**src/rtl/mips_fetch_stage_pkg.sv**
```systemverilog
// Shared definitions for the MIPS instruction-fetch stage.
//  DEFAULT_RESET_VECTOR  first fetch address after reset
//  DEFAULT_HALT_ADDR     fetching this address ends execution
//  fetch_state_t         BOOT -> RUN -> HALTED, RUN -> FAULT
//  is_word_aligned       true when the two low address bits are zero
package mips_fetch_stage_pkg;

  localparam logic [31:0] DEFAULT_RESET_VECTOR = 32'hBFC0_0000;
  localparam logic [31:0] DEFAULT_HALT_ADDR    = 32'h0000_0000;

  typedef enum logic [1:0] {
    BOOT   = 2'd0,
    RUN    = 2'd1,
    HALTED = 2'd2,
    FAULT  = 2'd3
  } fetch_state_t;

  function automatic logic is_word_aligned(input logic [1:0] addr_lsbs);
    return (addr_lsbs == 2'b00);
  endfunction

endpackage

```
**src/rtl/mips_fetch_stage_if.sv**
```systemverilog
// Bundle between the fetch stage, the instruction RAM and the decode stage.
//  stall, redirect_valid, redirect_target  control from decode/hazard logic
//  instr_address / instr_readdata          zero-delay instruction RAM port
//  if_valid, if_instr, if_pc, if_pc_plus8  IF/ID pipeline register contents
// Modport master is the fetch stage; slave is everything around it.
interface mips_fetch_stage_if;

  logic        stall;
  logic        redirect_valid;
  logic [31:0] redirect_target;
  logic [31:0] instr_readdata;
  logic [31:0] instr_address;
  logic        if_valid;
  logic [31:0] if_instr;
  logic [31:0] if_pc;
  logic [31:0] if_pc_plus8;

  modport master (
    input  stall, redirect_valid, redirect_target, instr_readdata,
    output instr_address, if_valid, if_instr, if_pc, if_pc_plus8
  );

  modport slave (
    output stall, redirect_valid, redirect_target, instr_readdata,
    input  instr_address, if_valid, if_instr, if_pc, if_pc_plus8
  );

endinterface

```
**src/rtl/mips_fetch_stage.sv**
```systemverilog
// Instruction-fetch stage of the MIPS core.
//  clk          single clock, all state on the rising edge
//  reset_n      asynchronous active-low reset
//  bus          fetch-side view of mips_fetch_stage_if (RAM port, control, IF/ID register)
//  active       core running; low during BOOT and after halt/fault
//  fetch_exc    sticky misaligned-redirect flag (AdEL on fetch)
//  instr_count  instructions captured since reset, wraps at 2^32
// Redirects follow MIPS delay-slot semantics: the word at the current pc
// (the delay slot) is always captured on the edge the target is loaded.
module mips_fetch_stage
  import mips_fetch_stage_pkg::*;
#(
  parameter logic [31:0] RESET_VECTOR = DEFAULT_RESET_VECTOR,
  parameter logic [31:0] HALT_ADDR    = DEFAULT_HALT_ADDR
) (
  input  logic                        clk,
  input  logic                        reset_n,
  mips_fetch_stage_if.master          bus,
  output logic                        active,
  output logic                        fetch_exc,
  output logic [31:0]                 instr_count
);

  fetch_state_t state_reg, state_next;
  logic [31:0]  pc_reg, pc_next;
  logic         if_valid_reg, if_valid_next;
  logic [31:0]  if_instr_reg, if_instr_next;
  logic [31:0]  if_pc_reg, if_pc_next;
  logic         active_reg, active_next;
  logic         fetch_exc_reg, fetch_exc_next;
  logic [31:0]  count_reg, count_next;
  logic         redir_pend_reg, redir_pend_next;
  logic [31:0]  redir_tgt_reg, redir_tgt_next;

  logic [31:0]  pc_plus4;
  logic [31:0]  pc_sel;

  assign pc_plus4 = pc_reg + 32'd4;  // wraps to 0, which then halts

  // A live redirect wins over one remembered from a stall.
  assign pc_sel = bus.redirect_valid ? bus.redirect_target :
                  redir_pend_reg     ? redir_tgt_reg       :
                                       pc_plus4;

  always_ff @(posedge clk or negedge reset_n) begin
    if (!reset_n) begin
      state_reg      <= BOOT;
      pc_reg         <= RESET_VECTOR;
      if_valid_reg   <= 1'b0;
      if_instr_reg   <= 32'd0;
      if_pc_reg      <= 32'd0;
      active_reg     <= 1'b0;
      fetch_exc_reg  <= 1'b0;
      count_reg      <= 32'd0;
      redir_pend_reg <= 1'b0;
      redir_tgt_reg  <= 32'd0;
    end else begin
      state_reg      <= state_next;
      pc_reg         <= pc_next;
      if_valid_reg   <= if_valid_next;
      if_instr_reg   <= if_instr_next;
      if_pc_reg      <= if_pc_next;
      active_reg     <= active_next;
      fetch_exc_reg  <= fetch_exc_next;
      count_reg      <= count_next;
      redir_pend_reg <= redir_pend_next;
      redir_tgt_reg  <= redir_tgt_next;
    end
  end

  always_comb begin
    state_next      = state_reg;
    pc_next         = pc_reg;
    if_valid_next   = if_valid_reg;
    if_instr_next   = if_instr_reg;
    if_pc_next      = if_pc_reg;
    active_next     = active_reg;
    fetch_exc_next  = fetch_exc_reg;
    count_next      = count_reg;
    redir_pend_next = redir_pend_reg;
    redir_tgt_next  = redir_tgt_reg;

    unique case (state_reg)
      BOOT: begin
        // One settling edge after reset release; nothing is fetched yet.
        state_next  = RUN;
        active_next = 1'b1;
      end

      RUN: begin
        if (bus.stall) begin
          // Remember a redirect that arrives while the pipe is frozen.
          if (bus.redirect_valid) begin
            redir_pend_next = 1'b1;
            redir_tgt_next  = bus.redirect_target;
          end
        end else if (pc_reg == HALT_ADDR) begin
          // The word at the halt address is never captured.
          if_valid_next = 1'b0;
          active_next   = 1'b0;
          state_next    = HALTED;
        end else begin
          if_instr_next   = bus.instr_readdata;
          if_pc_next      = pc_reg;
          if_valid_next   = 1'b1;
          count_next      = count_reg + 32'd1;
          redir_pend_next = 1'b0;
          if (is_word_aligned(pc_sel[1:0])) begin
            pc_next = pc_sel;
          end else begin
            // The delay slot just captured stays visible for debug but is
            // marked invalid; pc keeps the faulting fetch's predecessor.
            fetch_exc_next = 1'b1;
            if_valid_next  = 1'b0;
            active_next    = 1'b0;
            state_next     = FAULT;
          end
        end
      end

      HALTED, FAULT: begin
        // Terminal until reset.
      end

      default: state_next = BOOT;
    endcase
  end

  assign bus.instr_address = pc_reg;
  assign bus.if_valid      = if_valid_reg;
  assign bus.if_instr      = if_instr_reg;
  assign bus.if_pc         = if_pc_reg;
  assign bus.if_pc_plus8   = if_pc_reg + 32'd8;
  assign active            = active_reg;
  assign fetch_exc         = fetch_exc_reg;
  assign instr_count       = count_reg;

endmodule
```
**src/flat_wrapper.sv**
```systemverilog
// flat-port wrapper written by rule: the top's interface ports become plain ports
module mips_fetch_stage_flat import mips_fetch_stage_pkg::*;
#(
  parameter logic [31:0] RESET_VECTOR = DEFAULT_RESET_VECTOR,
  parameter logic [31:0] HALT_ADDR    = DEFAULT_HALT_ADDR
)
  (clk, reset_n, active, fetch_exc, instr_count, bus_stall, bus_redirect_valid, bus_redirect_target, bus_instr_readdata, bus_instr_address, bus_if_valid, bus_if_instr, bus_if_pc, bus_if_pc_plus8);
  mips_fetch_stage_if bus_i ();
  input  logic clk;
  input  logic reset_n;
  output logic active;
  output logic fetch_exc;
  output logic [31:0] instr_count;
  input wire logic [$bits(bus_i.stall)-1:0] bus_stall;
  input wire logic [$bits(bus_i.redirect_valid)-1:0] bus_redirect_valid;
  input wire logic [$bits(bus_i.redirect_target)-1:0] bus_redirect_target;
  input wire logic [$bits(bus_i.instr_readdata)-1:0] bus_instr_readdata;
  output wire logic [$bits(bus_i.instr_address)-1:0] bus_instr_address;
  output wire logic [$bits(bus_i.if_valid)-1:0] bus_if_valid;
  output wire logic [$bits(bus_i.if_instr)-1:0] bus_if_instr;
  output wire logic [$bits(bus_i.if_pc)-1:0] bus_if_pc;
  output wire logic [$bits(bus_i.if_pc_plus8)-1:0] bus_if_pc_plus8;
  assign bus_i.stall = bus_stall;
  assign bus_i.redirect_valid = bus_redirect_valid;
  assign bus_i.redirect_target = bus_redirect_target;
  assign bus_i.instr_readdata = bus_instr_readdata;
  assign bus_instr_address = bus_i.instr_address;
  assign bus_if_valid = bus_i.if_valid;
  assign bus_if_instr = bus_i.if_instr;
  assign bus_if_pc = bus_i.if_pc;
  assign bus_if_pc_plus8 = bus_i.if_pc_plus8;
  mips_fetch_stage #(.RESET_VECTOR(RESET_VECTOR), .HALT_ADDR(HALT_ADDR)) u_core (.clk(clk), .reset_n(reset_n), .bus(bus_i), .active(active), .fetch_exc(fetch_exc), .instr_count(instr_count));
endmodule
```
**config.mk**
```make
export PLATFORM = sky130hd
export DESIGN_NAME = mips_fetch_stage_flat
export DESIGN_NICKNAME = d
export VERILOG_FILES = /design/src/rtl/mips_fetch_stage_pkg.sv /design/src/rtl/mips_fetch_stage_if.sv /design/src/rtl/mips_fetch_stage.sv /design/src/flat_wrapper.sv
export SDC_FILE = /design/constraint.sdc
export NUM_CORES = 1
export LEC_CHECK = 0
export ABC_AREA = 1
export CAP_MARGIN = 20
export CORE_UTILIZATION = 46
export CTS_CLUSTER_DIAMETER = 40
export DETAILED_ROUTE_END_ITERATION = 7
export PLACE_DENSITY = 0.75
export RECOVER_POWER = 25
export REMOVE_ABC_BUFFERS = 1
export SKIP_LAST_GASP = 1
export SYNTH_ARGS = -nofsm -noshare
export SYNTH_HDL_FRONTEND = slang
export SYNTH_SLANG_ARGS = --single-unit
export TNS_END_PERCENT = 20
```
**constraint.sdc**
```tcl
create_clock -name clk -period 2.1 [get_ports clk]
set_clock_uncertainty 0.15 [all_clocks]
set_input_delay 0.525 -clock clk [delete_from_list [all_inputs] [get_ports clk]]
set_output_delay 0.525 -clock clk [all_outputs]
set_load 0.01 [all_outputs]
```
==> metrics.md <==
| Metric | Value |
|---|---|
| Status | complete, but fails checks |
| Failing checks | setup timing |
| Global-route wire length before repair | 50.5 mm |
| Overall global routing resource usage | 30.3% |
| Final setup vio count | 109 |
| Final hold viol count | 0 |
| Worst-margin pin slew | 1.19 ns |
| Synthesis-stage register bit count | 166 |
| Tcrit/Tclk final | 131% |
| Critical path endpoint category | output pin |
| CTS max path bufs | 2 |
| Syn Std Cell Area | 9420 um^2 |
| Min Tclk post-route | 2.74 ns |
| Number of port buffers | 230 |
| Final WS setup | -0.644 ns |
| Clk slew on worst S/H paths | 0.07 ns |
| Multi-input logic area | 4880 um^2 |
| Site Rows | 51 |
| Worst hold margin | 0.301 ns |
| Clock tree from TritonCTS | done |
| Synth top area cells | dfrtp_1, nand2_1, nor2_1 |
| Dpl cells | 1946 |
| Syn_area_per_cell | 6.91 um^2 |
| Clock share of power | 17.1% |
| Mapped Cells | 1362 |
| Io pins | 231 |
| Antenna viol nets, final | 0 |
| Fin. max-slew vios | 0 |
| Cell area after layout | 14300 um^2 |
| Core area | 19800 um^2 |
| Min-Delay Path Class | reg2reg |
| Unrepaired setup endpoints after global routing | true |
| Switching power | 7.66 mW |
| Layout fillers | 1608 |
| Finished Layout Cells | 2020 |
| Arr. time, crit path | 2.07 ns |
| Post-route DRC | 0 |
| Top FF cell, synth | dfrtp_1 |
| Post-layout util | 72.5% |
| Drt pass-1 iters | 5 |
| Post-synth EDFFs | 0 |
| Element type at the critical path start | flop |
| Synth area leader | dfrtp_1 |
| Top cell types by occurrence after synthesis | nand2_1, nor2_1, dfrtp_1 |
| Max-Cap Viols | 0 |
| Pre-CTS setup slack | -0.607 ns |
| Antenna cells | 0 |
| Leakage | 7.03 nW |
| Met3 wire len | 2.16 mm |
| Dpl hpwl | 23.6 mm |
| Most frequent cell after synthesis | nand2_1 |
| Normalized max-slew margin | 20.7% |
| Register area | 4170 um^2 |
| TritonCTS Sinks | 166 |
| Starting Density | 47.6% |
| Total CTS buffers | 17 |
| Worst setup path category | reg2out |
| Via density | 5.13 |
| Synth warn | 0 |
| Die width | 145 um |
| Final TNS setup | -18.49 ns |
| CP max FO | 3 |
| WL per Instance | 16.4 um |
| Sequential fraction of the synthesis area | 44.2% |
| Drt total wl | 33.1 mm |
| Flop pwr share | 29.4% |
| Distinct cell type count after synthesis | 32 |
| Metal-1 WL | 14.0 mm |
| DRT iter0 DRCs | 676 |
| RD Place Congestion | 0.932 |
| Layout cells sized above 1 | 20.2% |
| Sw frac | 40.3% |
| Vias in the first global route | 9727 |
| Gr ovfl total | 0 |
| Combinational fraction of design power | 53.6% |
| CP Data Required Time | 1.42 ns |
| Area post-placement | 13000 um^2 |
| Routed via count | 10400 |
| Largest net degree at the start of global routing | 50 |
| Total die area | 21000 um^2 |
| Peak VDD IR | 0.732 mV |
| Pwr dens | 1320 nW/um^2 |
| Asr flop ratio synth | 100% |
| Initial antenna violation count | 1 |
| Top sig layer | met4 |
| Cell Int Power | 11.3 mW |
| Root Driver | clkbuf_16 |
| Clk_lat worst skew | 0.44 ns |
| Die Ht | 145 um |
| Top cell type's share of synthesized area | 41.7% |
| Layout Nets | 1814 |
| Met2 wire length | 15.9 mm |
| Max Clk Rate | 0.364 GHz |
| Area growth, synth to finish | 52.4% |
| Power, Total | 19.0 mW |
| H-tree Lvls | 4 |
-- layout make-up --
type                    instances  share of cell area (%)
clock buffers                  18                    3.06
clock inverters                14                    1.12
inverters                     138                    3.66
multi-input cells            1010                    34.0
flip-flops and latches        166                    29.0
well taps                     265                    2.31
repair buffers                408                    26.7
repair inverters                1                  0.0436
-- cell families after synthesis --
logic type | after synthesis | synth area share, %
mux | 3 | 0.359
flops | 166 | 44.2
buf+inv | 186 | 8.11
xor+xnor | 50 | 4.65
simple gates | 805 | 34.1
fa+ha+maj | 4 | 0.532
compound gates | 148 | 8.05
-- critical path, cell delays in order, from the launching register on --
cell	delay, ns
dfrtp_1	0.41
buf_6	0.12
nand2_4	0.05
buf_6	0.11
nor3_4	0.22
buf_4	0.15
buf_6	0.09
nand4_1	0.10
xnor2_1	0.21
buf_2	0.17
-- path summary, 6_finish.rpt --
check | to | cells after the start | slack (ns) | startpoint
max | bus_if_pc_plus8[27] | 9 | -0.64 | u_core.bus.if_pc[7]
min | u_core.active | 1 | 0.30 | u_core.state_reg[0]
max reg2reg | u_core.bus.if_pc[5] | 11 | -0.03 | u_core.bus.instr_address[29]
min reg2reg | u_core.active | 1 | 0.30 | u_core.state_reg[0]
max in group asynchronous | u_core.bus.instr_address[23] | 3 | 0.16 | reset_n
min in group asynchronous | u_core.bus.if_instr[28] | 2 | 0.70 | reset_n
-- what timing repair did --
action | in CTS | in global routing
endpoints found under the hold margin | 36 | 0
gates cloned | 0 | 10
resized for setup | 159 | 91
hold buffers | 1 | 0
setup buffers | 15 | 19
setup endpoints to repair | 159 | 247
pin swaps | 33 | 46
-- layer usage --
metal	GRT usage (%)	vias to the layer above
li1	-	5007
met1	40.5	4838
met2	49.7	444
met3	4.40	82
met4	11.4	0
met5	0	-
-- cell usage in the layout, fill, tap and decap left out, drive strengths merged, types with 3 or more instances in the layout --
cell and instances:
xnor2 14, nand3 65, mux2 3, dfstp 9
nand2 526, clkdlybuf4s50 195, nor2 162, a21oi 47
clkinv 4, nand3b 6, nor4 3, o21ai 93
nand4 10, ha 4, buf 198, xor2 36
nor3 29, clkbuf 26, inv 146, dfrtp 157
dlygate4sd2 3
-- power by group through the flow --
stage / registers, mW / clock network (mW) / logic (mW)
5_1_grt: 5.77 / 3.38 / 11.0
3_3_place_gp: 5.53 / 0 / 9.23
2_1_floorplan: 6.21 / 0 / 3.02
6_report: 5.58 / 3.25 / 10.2
3_5_place_dp: 5.58 / 0 / 9.36
4_1_cts: 5.54 / 3.28 / 9.54
Power figures use the tool's default switching activity.
